### src/rtl/state_report_pkg.sv
// Shared constants, FSM encoding and helpers for the state report encoder.
// Frame layout depends on `STATE_REPORT_CKSUM_EN (adds a checksum byte).
package state_report_pkg;

  localparam logic [7:0] CH_F  = 8'h66;
  localparam logic [7:0] CH_0  = 8'h30;
  localparam logic [7:0] CH_Q  = 8'h3F;
  localparam logic [7:0] CH_CR = 8'h0D;
  localparam logic [7:0] CH_LF = 8'h0A;

  localparam logic [1:0] IDLE = 2'd0;
  localparam logic [1:0] SEND = 2'd1;
  localparam logic [1:0] DONE = 2'd2;

  typedef enum logic [1:0] {
    StIdle = IDLE,
    StSend = SEND,
    StDone = DONE
  } fsm_e;

`ifdef STATE_REPORT_CKSUM_EN
  localparam int unsigned FRAME_LEN = 8;
`else
  localparam int unsigned FRAME_LEN = 7;
`endif

  // Checksum is taken over the raw values, not their ASCII encodings.
  function automatic logic [7:0] cksum_byte(input logic [7:0] s, input logic [7:0] f,
                                            input logic [7:0] a, input logic [7:0] p);
    logic [9:0] sum;
    sum = 10'(s) + 10'(f) + 10'(a) + 10'(p);
    return CH_0 + 8'(sum % 10'd10);
  endfunction

endpackage

### src/rtl/state_report_tx_if.sv
// Byte-wide valid/ready link from the report encoder toward the UART transmitter.
interface state_report_tx_if;
  logic [7:0] tx_data;
  logic       tx_valid;
  logic       tx_ready;

  modport master (output tx_data, output tx_valid, input tx_ready);
  modport slave  (input tx_data, input tx_valid, output tx_ready);
endinterface

### src/rtl/ascii_digit_enc.sv
// Maps a selection value to its ASCII digit; out-of-range values become '?'.
module ascii_digit_enc
  import state_report_pkg::*;
(
  input  logic [7:0] value,
  output logic [7:0] ascii,
  output logic       err
);

  always_comb begin
    ascii = CH_Q;
    err   = 1'b1;
    if (value >= 8'd1 && value <= 8'd9) begin
      ascii = CH_0 + value;
      err   = 1'b0;
    end
  end

endmodule

### src/rtl/state_report_tx.sv
// Snapshots the live selection and serialises "f<s><f><a><p>[ck]\r\n" one byte per handshake.
// `STATE_REPORT_CKSUM_EN inserts a mod-10 checksum digit before CR LF.
module state_report_tx
  import state_report_pkg::*;
#(
  parameter int unsigned AUTO_PERIOD = 0,
  parameter int unsigned CNT_W       = 32
) (
  input  logic                      clk,
  input  logic                      rst,
  input  logic                      report_req,
  input  logic [4:0]                state,
  input  logic [7:0]                state_freq,
  input  logic [7:0]                state_amp,
  input  logic [7:0]                state_phase,
  state_report_tx_if.master         tx,
  output logic                      busy,
  output logic                      frame_done,
  output logic                      range_err
);

  localparam logic [2:0]       LAST_IDX = 3'(FRAME_LEN - 1);
  localparam logic [CNT_W-1:0] CNT_LAST = CNT_W'(AUTO_PERIOD - 1);

  fsm_e             fsm_q;
  logic [7:0]       snap_q [4];
  logic [7:0]       dig [4];
  logic [3:0]       dig_err;
  logic [2:0]       idx_q, nxt_idx;
  logic [7:0]       data_q, nxt_byte;
  logic             valid_q, done_q, err_q, pending_q;
  logic [CNT_W-1:0] cnt_q;
  logic             auto_tick, trig, start, accept;

  for (genvar i = 0; i < 4; i++) begin : g_enc
    ascii_digit_enc u_enc (
      .value (snap_q[i]),
      .ascii (dig[i]),
      .err   (dig_err[i])
    );
  end

  assign auto_tick = (AUTO_PERIOD != 0) && (cnt_q == CNT_LAST);
  assign trig      = report_req | auto_tick;
  assign accept    = valid_q & tx.tx_ready;

  assign tx.tx_data  = data_q;
  assign tx.tx_valid = valid_q;
  assign busy        = (fsm_q != StIdle) | pending_q;
  assign frame_done  = done_q;
  assign range_err   = err_q;

  // A queued request is served straight out of DONE without passing through IDLE.
  always_comb begin
    case (fsm_q)
      StIdle:  start = trig;
      StDone:  start = pending_q | trig;
      default: start = 1'b0;
    endcase
  end

  always_comb begin
    nxt_idx  = idx_q + 3'd1;
    nxt_byte = CH_LF;
    case (nxt_idx)
      3'd1: nxt_byte = dig[0];
      3'd2: nxt_byte = dig[1];
      3'd3: nxt_byte = dig[2];
      3'd4: nxt_byte = dig[3];
`ifdef STATE_REPORT_CKSUM_EN
      3'd5: nxt_byte = cksum_byte(snap_q[0], snap_q[1], snap_q[2], snap_q[3]);
      3'd6: nxt_byte = CH_CR;
`else
      3'd5: nxt_byte = CH_CR;
`endif
      default: nxt_byte = CH_LF;
    endcase
  end

  always_ff @(posedge clk or posedge rst) begin
    if (rst) begin
      for (int i = 0; i < 4; i++) snap_q[i] <= 8'h00;
    end else if (start) begin
      snap_q[0] <= {3'b000, state};
      snap_q[1] <= state_freq;
      snap_q[2] <= state_amp;
      snap_q[3] <= state_phase;
    end
  end

  always_ff @(posedge clk or posedge rst) begin
    if (rst) begin
      fsm_q     <= StIdle;
      idx_q     <= 3'd0;
      data_q    <= 8'h00;
      valid_q   <= 1'b0;
      done_q    <= 1'b0;
      err_q     <= 1'b0;
      pending_q <= 1'b0;
    end else begin
      done_q <= 1'b0;
      if (fsm_q == StSend && |dig_err) err_q <= 1'b1;
      if (start) begin
        fsm_q     <= StSend;
        idx_q     <= 3'd0;
        data_q    <= CH_F;
        valid_q   <= 1'b1;
        pending_q <= 1'b0;
      end else begin
        case (fsm_q)
          StSend: begin
            if (trig) pending_q <= 1'b1;
            if (accept) begin
              if (idx_q == LAST_IDX) begin
                valid_q <= 1'b0;
                done_q  <= 1'b1;
                fsm_q   <= StDone;
              end else begin
                idx_q  <= nxt_idx;
                data_q <= nxt_byte;
              end
            end
          end
          StDone:  fsm_q <= StIdle;
          default: ;
        endcase
      end
    end
  end

  always_ff @(posedge clk or posedge rst) begin
    if (rst) begin
      cnt_q <= '0;
    end else if (AUTO_PERIOD != 0) begin
      cnt_q <= (cnt_q == CNT_LAST) ? '0 : cnt_q + CNT_W'(1);
    end
  end

endmodule

### src/flat_wrapper.sv
// flat-port wrapper written by rule: the top's interface ports become plain ports
module state_report_tx_flat import state_report_pkg::*;
#(
  parameter int unsigned AUTO_PERIOD = 0,
  parameter int unsigned CNT_W       = 32
)
  (clk, rst, report_req, state, state_freq, state_amp, state_phase, busy, frame_done, range_err, tx_tx_data, tx_tx_valid, tx_tx_ready);
  state_report_tx_if tx_i ();
  input  logic clk;
  input  logic rst;
  input  logic report_req;
  input  logic [4:0] state;
  input  logic [7:0] state_freq;
  input  logic [7:0] state_amp;
  input  logic [7:0] state_phase;
  output logic busy;
  output logic frame_done;
  output logic range_err;
  output wire logic [$bits(tx_i.tx_data)-1:0] tx_tx_data;
  output wire logic [$bits(tx_i.tx_valid)-1:0] tx_tx_valid;
  input wire logic [$bits(tx_i.tx_ready)-1:0] tx_tx_ready;
  assign tx_tx_data = tx_i.tx_data;
  assign tx_tx_valid = tx_i.tx_valid;
  assign tx_i.tx_ready = tx_tx_ready;
  state_report_tx #(.AUTO_PERIOD(AUTO_PERIOD), .CNT_W(CNT_W)) u_core (.clk(clk), .rst(rst), .report_req(report_req), .state(state), .state_freq(state_freq), .state_amp(state_amp), .state_phase(state_phase), .tx(tx_i), .busy(busy), .frame_done(frame_done), .range_err(range_err));
endmodule
### config.mk
export PLATFORM = sky130hd
export DESIGN_NAME = state_report_tx_flat
export DESIGN_NICKNAME = d
export VERILOG_FILES = /design/src/rtl/state_report_pkg.sv /design/src/rtl/state_report_tx_if.sv /design/src/rtl/ascii_digit_enc.sv /design/src/rtl/state_report_tx.sv /design/src/flat_wrapper.sv
export SDC_FILE = /design/constraint.sdc
export NUM_CORES = 1
export LEC_CHECK = 0
export CORE_UTILIZATION = 50
export DETAILED_ROUTE_END_ITERATION = 10
export GPL_TIMING_DRIVEN = 0
export PLACE_DENSITY_LB_ADDON = 0.15
export SLEW_MARGIN = 25
export SYNTH_ARGS = -nofsm -noshare
export SYNTH_HDL_FRONTEND = slang
export SYNTH_SLANG_ARGS = --single-unit
### constraint.sdc
create_clock -name clk -period 2.5 [get_ports clk]
set_input_delay 0.25 -clock clk [delete_from_list [all_inputs] [get_ports clk]]
set_output_delay 0.25 -clock clk [all_outputs]
set_load 0.01 [all_outputs]
== After elaboration in Yosys (flattened, before gate mapping) ==
Index checks and enable logic that the tools add are counted.

* ROM bits: 0
* Flip-flop bits (word level): 46
* Output and inout port bits: 12
* Input port bits: 33
* Latch bits: 0
* Word-level logic and storage cells: 88
* RAM bits: 0
* Memories: 0

* Reduce and logical (&&, ||, !) cells: 17
* Muxes and demuxes: 33
* Add/sub/neg operators: 5
* Bitwise gates (word level): 3
* Eq/ne operators: 11
* Shifts and indexed selects: 0
* Magnitude comparators: 8
* Div/mod/pow operators: 0
* Multiply operators: 0

{| class="wikitable"
|+ Operators by type and width
! operator !! number
|-
| $mux 8 || 7
|-
| $pmux 8 s5 || 1
|-
| $add 6x8->8 const A || 3
|-
| $ge 8x1->1 const B || 3
|-
| $le 8x4->1 const B || 3
|-
| $mux 1 || 15
|-
| $mux 3 || 4
|-
| $reduce_bool 2->1 || 5
|-
| $eq 3x3->1 const B || 3
|-
| $reduce_and 3->1 || 3
|-
| $add 6x5->7 const A || 1
|-
| $mux 7 || 1
|-
| $eq 3x2->1 const B || 2
|-
| $mux 2 || 3
|-
| $ge 5x1->1 const B || 1
|-
| $le 5x4->1 const B || 1
|-
| $logic_and 1x1->1 || 5
|-
| $pmux 2 s2 || 1
|-
| $reduce_or 4->1 || 1
|-
| $add 3x1->3 const B || 1
|-
| $eq 3x1->1 const B || 1
|-
| $ne 3x1->1 const B || 1
|-
| $ne 3x2->1 const B || 1
|-
| $reduce_bool 3->1 || 1
|-
| 8 further kinds || 9
|}

== Logic depth before layout (Yosys ltp) ==
Gate-level depths: netlist of run 1.

* Depth in word-level cells: 8
* Mapped depth: 8
* Gate-level depth less buffers: 6

== Hierarchy ==
Synthesis of run 1 repeated with hierarchy kept, for this count alone.

* Cells, all modules: 241
* Area total of the unflattened synthesis: 2829.0 um2

{| class="wikitable"
|+ Modules (own cells, without submodules)
! module !! sequential area each (um2) !! cells an instance !! area each (um2) !! times used
|-
| state_report_tx || 1151.1 || 161 || 2243.4 || 1
|-
| ascii_digit_enc || 0.0 || 20 || 146.4 || 4
|}

== Worst setup path after synthesis of run 1 ==
No wires, ideal clock.

* Kind: reg2reg
* Start: register u_core.snap_q[4] in the netlist's numbering
* End: register u_core.data_q[1], in the netlist u_core.tx.tx_data[1]
* Slack: 0.505 ns
* Buffers on the path: 0
* Data required time: 2.367 ns
* Cell stages (with the launch flop): 7
* Arrival: 1.862 ns
* Cells stage by stage: dfrtp_1 > inv_1 > ha_1 > or3b_4 > or4_1 > a222oi_1 > a31oi_1

* Cells in the longest elaborated chain, start to end: 8
* Elaborated cells between the ends (all ways): 9
* Classes of those cells: order compare (2); mux (6); reduce/logical (1)

{| class="wikitable"
|+ Ends and longest elaborated chain
! item !! line !! text
|-
| from (decl) || state_report_tx.sv:26 || <nowiki>logic [7:0] snap_q [4];</nowiki>
|-
| $ge 8x1->1 or $le 8x4->1 (tied branches) || ascii_digit_enc.sv:13 || <nowiki>if (value >= 8'd1 && value <= 8'd9) begin</nowiki>
|-
| $logic_and 1x1->1 (*) || ascii_digit_enc.sv:13 ||
|-
| $mux 8 (*) || ascii_digit_enc.sv:13 ||
|-
| $pmux 8 s5 (*) || state_report_tx.sv:65 || <nowiki>case (nxt_idx)</nowiki>
|-
| $mux 8 (*) || state_report_tx.sv:114 || <nowiki>if (idx_q == LAST_IDX) begin</nowiki>
|-
| $mux 8 (*) || state_report_tx.sv:113 || <nowiki>if (accept) begin</nowiki>
|-
| $mux 8 (*) || state_report_tx.sv:110 || <nowiki>case (fsm_q)</nowiki>
|-
| $mux 8 (*) || state_report_tx.sv:103 || <nowiki>if (start) begin</nowiki>
|-
| to (signal assigned) || state_report_tx.sv:120 || <nowiki>data_q <= nxt_byte;</nowiki>
|-
| to (decl) || state_report_tx.sv:30 || <nowiki>logic [7:0] data_q, nxt_byte;</nowiki>
|}

Mark *: on every way between the ends. The rest lies on a longest branch, timed or not. The select of a mux whose other input is x is not followed.
A chain may end at the register's enable or synchronous reset.

== Worst setup path in the final report of run 1 ==
Ends and elaborated chain as after synthesis.

==> results_dict.tcl, run 1 <==
set metrics [dict create \
    outcome "finished clean" \
    antenna_found_initial 0 \
    grt_util_all_layers 0.247 \
    cp.buffers_inverters 1 \
    yosysWarnings 0 \
    gr-usage-met1 0.348 \
    initial_utilization 0.534 \
    worstPathRequired_ns 2.66 \
    cts_max_level 2 \
    final-hold-violation-count 0 \
    finalMaxSlewViolations 0 \
    syn-cell-area_um2 2590 \
    cts_resized 0 \
    crit_family "simple AND/OR/NAND/NOR gates" \
    relSlewSlack 0.619 \
    maxCapViolCount 0 \
    crit_path_cell_trace "inv_1, ha_1, or3b_4, or4_1, a222oi_1, a31oi_1" \
    die_h_um 74.0 \
    ir_drop_v 0.000268 \
    drt_iter0_markers 176 \
    ant_nets 0 \
    worst_slack_ns 0.169 \
    cts.sinks 46 \
    synth.most_common_cell "nand2_1" \
    syn_inst 295 \
    finalWirelength_um 5930 \
    clock.fmax_mhz 429 \
    overflow 0 \
    ys_top_cells_by_area "dfrtp_1 (44%), nand2_1 (12%), ha_1 (5.3%)" \
    synth_seq_area_share 0.445 \
    pwr_density_cell_nw_per_um2 417 \
    grt_use_met3 0.0420 \
    grt_max_degree 27 \
    place_ws_ns 0.228 \
    viasPerCell 5.42 \
    rows 25 \
    async_reset_ff_frac 1.00 \
    final.min_clock_period_ns 2.33 \
    area_delta_synth_final_pct 25.1 \
    synth.distinct_cells 53 \
    finalCritPeriodShare 0.932 \
    cts_tree "built" \
    synth_edf_count 0 \
    cts_made_buffers 5 \
    critPathLaunchType "register" \
    synth-seq-cells 46 \
    num_vias 2251 \
    n_fill_cell 407 \
    setup_viol 0 \
    slowest_stage "or4_1" \
    gp_congestion 0.902 \
    tightest_slew_ns 0.557 \
    fin_worst_skew_ns 0.00781 \
    hold_ws_ns 0.280 \
    synthTopCellsByCount "nand2_1 (82), dfrtp_1 (46), clkbuf_1 (14), nor3_1 (14), inv_1 (13)" \
    drive_gt1_frac 0.0661 \
    grtUsageMet2 0.405 \
    first_global_vias 2222 \
    end_kind "register" \
    wl_per_cell_um 14.3 \
    dr.pass1.iters 5 \
    rsz0062_at_grt "no" \
    yosys.area.top_type_share 0.445 \
    place_area_um2 3130 \
    die_x_um 74.0 \
    grt_pass1_wl_um 10300 \
    clockBufferDepth 2 \
    yosysTopAreaCell "dfrtp_1" \
    crit_fanout 5 \
    syn_nets 339 \
    hp-class "in -> async" \
    dp_hpwl_um 4550 \
    insertion_delay_ns 0.29 \
    cts_hold_buffers 0 \
    core_um2 4850 \
    p_leak_nw 1.55 \
    avgSynthCellArea_um2 8.78 \
    ios 45 \
    portBuffers 44 \
    antennaDiodeCount 0 \
    fin_nets 391 \
    cts.clk_slew.worst_paths_ns 0.08 \
    cts_setup_buffers 0 \
    busiest_layer "met2" \
    dieArea_um2 5470 \
    cpPeakStageDelay_ns 0.53 \
    synth_flop_cell "dfrtp_1" \
    cts-root-buf "clkbuf_8" \
    drc 0 \
    setup_tns_ns 0 \
    criticalPathCategory "reg -> reg" \
    arrival_ns 2.50 \
    final_cell_area_um2 3240 \
]
[layout make-up]
type | count | area [um^2] | area share
multi-input cells | 219 | 1310 | 0.404
repair buffers | 45 | 460 | 0.142
inverters | 13 | 48.8 | 0.0151
well taps | 67 | 83.8 | 0.0259
plain buffers | 17 | 80.1 | 0.0247
clock inverters | 1 | 30.0 | 0.00927
flip-flops and latches | 46 | 1150 | 0.355
clock buffers | 7 | 76.3 | 0.0236
[registers in the layout, indices dropped and copies added, names as in the netlist]
name / cells
u_core.idx_q: 3
u_core.range_err: 1
u_core.pending_q: 1
u_core.fsm_q: 2
u_core.snap_q: 29
u_core.tx.tx_valid: 1
u_core.frame_done: 1
u_core.tx.tx_data: 8
[where the power goes]
| part | switching [mW] | internal, mW |
|---|---|---|
| logic | 0.0220 | 0.0470 |
| clock network | 0.238 | 0.299 |
| registers | 0 | 0.743 |
| total | 0.260 | 1.09 |
[per-layer routing]
metal	vias to the layer above	part of all wire
met2	49	0.48
met5	-	0
li1	1133	-
met1	1063	0.48
met3	6	0.036
met4	0	0.0078
[through the flow]
step,cells,power [mW],utilization
after floorplan,295,0.770,-
after global placement,406,0.824,0.642
after detailed placement,407,0.828,0.646
after CTS,415,1.36,0.668
after global routing,415,1.40,0.668
final,415,1.35,0.668
[worst paths after layout]
kind | start | to | slack (ns) | cells after the start
worst max register to register | u_core.snap_q[4]$_DFFE_PP0P_ | u_core.tx.tx_data[1]$_DFFE_PP0P_ | 0.17 | 6
worst max-delay path | u_core.snap_q[4]$_DFFE_PP0P_ | u_core.tx.tx_data[1]$_DFFE_PP0P_ | 0.17 | 6
max in group asynchronous | rst | u_core.tx.tx_data[0]$_DFFE_PP0P_ | 1.72 | 3
worst min register to register | u_core.range_err$_DFFE_PP0P_ | u_core.range_err$_DFFE_PP0P_ | 0.46 | 1
min in group clk | u_core.range_err$_DFFE_PP0P_ | u_core.range_err$_DFFE_PP0P_ | 0.46 | 1
worst min-delay path | rst | u_core.snap_q[24]$_DFFE_PP0P_ | 0.28 | 2
[layout by cell type (no fill, tap or decap), types with 3 or more instances in the layout]
cell	instances
nor3_1	14
ha_1	11
or4b_1	3
and2_1	3
and2_2	3
clkbuf_8	5
or4_1	3
nand4_1	6
inv_1	12
nor4_1	4
a21o_1	5
nand2_1	82
nor3b_1	3
o21ai_0	10
nand3_1	4
nor2_1	9
clkdlybuf4s50_1	44
dfrtp_1	46
clkbuf_1	16
a31oi_1	3
or3b_1	3
o311ai_0	4
and3_1	4
a21oi_1	8
[cells by family (layout without fill, tap and decap cells)]
kind of cell,after synthesis,after routing,synth area share
compound gates,54,54,0.151
xor+xnor,4,4,0.0164
fa+ha+maj,11,11,0.0532
buf+inv,30,83,0.0498
flops,46,46,0.445
mux,2,2,0.00773
simple gates,148,148,0.277
Note: power is estimated with default switching activity, not from simulation.
==> inputs of run 2 (changes only) <==
- CAP_MARGIN: default -> 5
==> results of run 2 <==
Final layout, timing and power as in run 1 (identical DEF).
==> inputs of run 3 (changes only) <==
- CORE_MARGIN: default -> 1.5
==> results_dict.tcl, run 3 (same netlist as run 1, synthesis figures left out) <==
set metrics [dict create \
    cp.buffers_inverters 3 \
    ios 45 \
    dp_hpwl_um 4570 \
    antenna_found_initial 0 \
    place_area_um2 3140 \
    hp-class "in -> async" \
    final_common_cell "nand2_1" \
    cts_made_buffers 5 \
    final-hold-violation-count 0 \
    rows 26 \
    finalMaxSlewViolations 0 \
    final_cell_area_um2 3250 \
    crit_path_cell_trace "inv_1, ha_1, a21oi_1, or2_2, clkbuf_1, clkbuf_1, o21ai_0" \
    setup_tns_ns 0 \
    slowest_stage "clkbuf_1" \
    grt_util_all_layers 0.237 \
    relSlewSlack 0.587 \
    finalPower_mw 1.37 \
    place_inst 410 \
    max_flop_register "u_core.snap_q" \
    cts_tree "built" \
    cts.sinks 46 \
    ant_nets 0 \
    portBuffers 44 \
    cts_resized 0 \
    cts_max_level 2 \
    grt_max_degree 29 \
    grt_pass1_wl_um 10000 \
    maxCapViolCount 0 \
    tightest_slew_ns 0.618 \
    clockBufferDepth 2 \
    die_h_um 75.0 \
    insertion_delay_ns 0.31 \
    drive_gt1_frac 0.0718 \
    num_vias 2301 \
    worstPathRequired_ns 2.66 \
    pwr_density_cell_nw_per_um2 421 \
    area_delta_synth_final_pct 25.4 \
    setup_viol 0 \
    final.min_clock_period_ns 2.17 \
    dr.pass1.iters 4 \
    finalWirelength_um 6110 \
    fin_worst_skew_ns 0.0137 \
    crit_top_cell "clkbuf_1" \
    cts.clk_slew.worst_paths_ns 0.10 \
    ir_drop_v 0.000221 \
    cts_setup_buffers 0 \
    layoutNonFillerInstCount 418 \
    dieArea_um2 5620 \
    crit_family "buffers and inverters" \
    p_leak_nw 1.56 \
    outcome "finished clean" \
    drt_iter0_markers 160 \
    gp_congestion 0.867 \
    viasPerCell 5.50 \
    rsz0062_at_grt "no" \
    end_kind "register" \
    clock.fmax_mhz 460 \
    core_um2 5040 \
    crit_fanout 10 \
    final_cell_mix "nand2_1 (82), dfrtp_1 (46), clkdlybuf4s50_1 (44)" \
    cpPeakStageDelay_ns 0.47 \
    fin_nets 391 \
    finalCritPeriodShare 0.869 \
    wl_per_cell_um 14.6 \
    arrival_ns 2.33 \
    initial_utilization 0.513 \
    drc 0 \
    first_global_vias 2166 \
    antennaDiodeCount 0 \
    critPathLaunchType "register" \
    cts-root-buf "clkbuf_8" \
    criticalPathCategory "reg -> reg" \
    overflow 0 \
    die_x_um 75.0 \
    largest_reg_flops 29 \
    cts_hold_buffers 0 \
]
run 3: changes by cell type in the layout (fill, tap and decap cells not counted):
cell / change
clkbuf_1: -2
clkinv_2: +2
run 3: per-layer routing:
layer / vias up / global-route usage / share of wire
met5: - / 0 / 0
met4: 0 / 0.0646 / 0.011
met3: 8 / 0.0415 / 0.040
met2: 47 / 0.390 / 0.48
met1: 1111 / 0.322 / 0.47
li1: 1135 / - / -
run 3: path summary, 6_finish.rpt:
| path | start | end | slack, ns | cells after the start |
|---|---|---|---|---|
| worst min-delay path | rst | u_core.snap_q[2]$_DFFE_PP0P_ | 0.24 | 2 |
| min in group clk | state_phase[1] | u_core.snap_q[1]$_DFFE_PP0P_ | 0.46 | 3 |
| max in group asynchronous | rst | u_core.snap_q[16]$_DFFE_PP0P_ | 1.75 | 3 |
| worst min register to register | u_core.range_err$_DFFE_PP0P_ | u_core.range_err$_DFFE_PP0P_ | 0.47 | 1 |
| worst max-delay path | u_core.fsm_q[0]$_DFFE_PP0P_ | u_core.fsm_q[0]$_DFFE_PP0P_ | 0.33 | 7 |
| worst max register to register | u_core.fsm_q[0]$_DFFE_PP0P_ | u_core.fsm_q[0]$_DFFE_PP0P_ | 0.33 | 7 |
run 3: report_power, final:
group	internal, mW	total (mW)	leakage, nW	switching [mW]
logic	0.0471	0.0694	0.899	0.0223
clock network	0.295	0.553	0.0579	0.258
registers	0.743	0.743	0.601	0
run 3: layout make-up:
cell class	count	area, um^2
Buffer	17	80.1
Fill cell	448	1800
Timing Repair Buffer	45	460
Sequential cell	46	1150
Tap cell	70	87.6
Clock buffer	5	68.8
Multi-Input combinational cell	219	1310
Inverter	13	48.8
Clock inverter	3	40.0
run 3: stage by stage:
stage          worst slack, ns  utilization  hold slack (ns)
2_1_floorplan            0.505            -            0.355
3_3_place_gp             0.183        0.618            0.437
3_5_place_dp             0.178        0.622            0.457
4_1_cts                  0.281        0.644            0.260
5_1_grt                 0.0841        0.644            0.294
6_report                 0.326        0.644            0.241
run 3: worst register-to-register path, cell delays in order, from the launching register on:
cell and delay [ns]:
dfrtp_1 0.36, inv_1 0.07, ha_1 0.21, a21oi_1 0.16
or2_2 0.16, clkbuf_1 0.40, clkbuf_1 0.48, o21ai_0 0.19
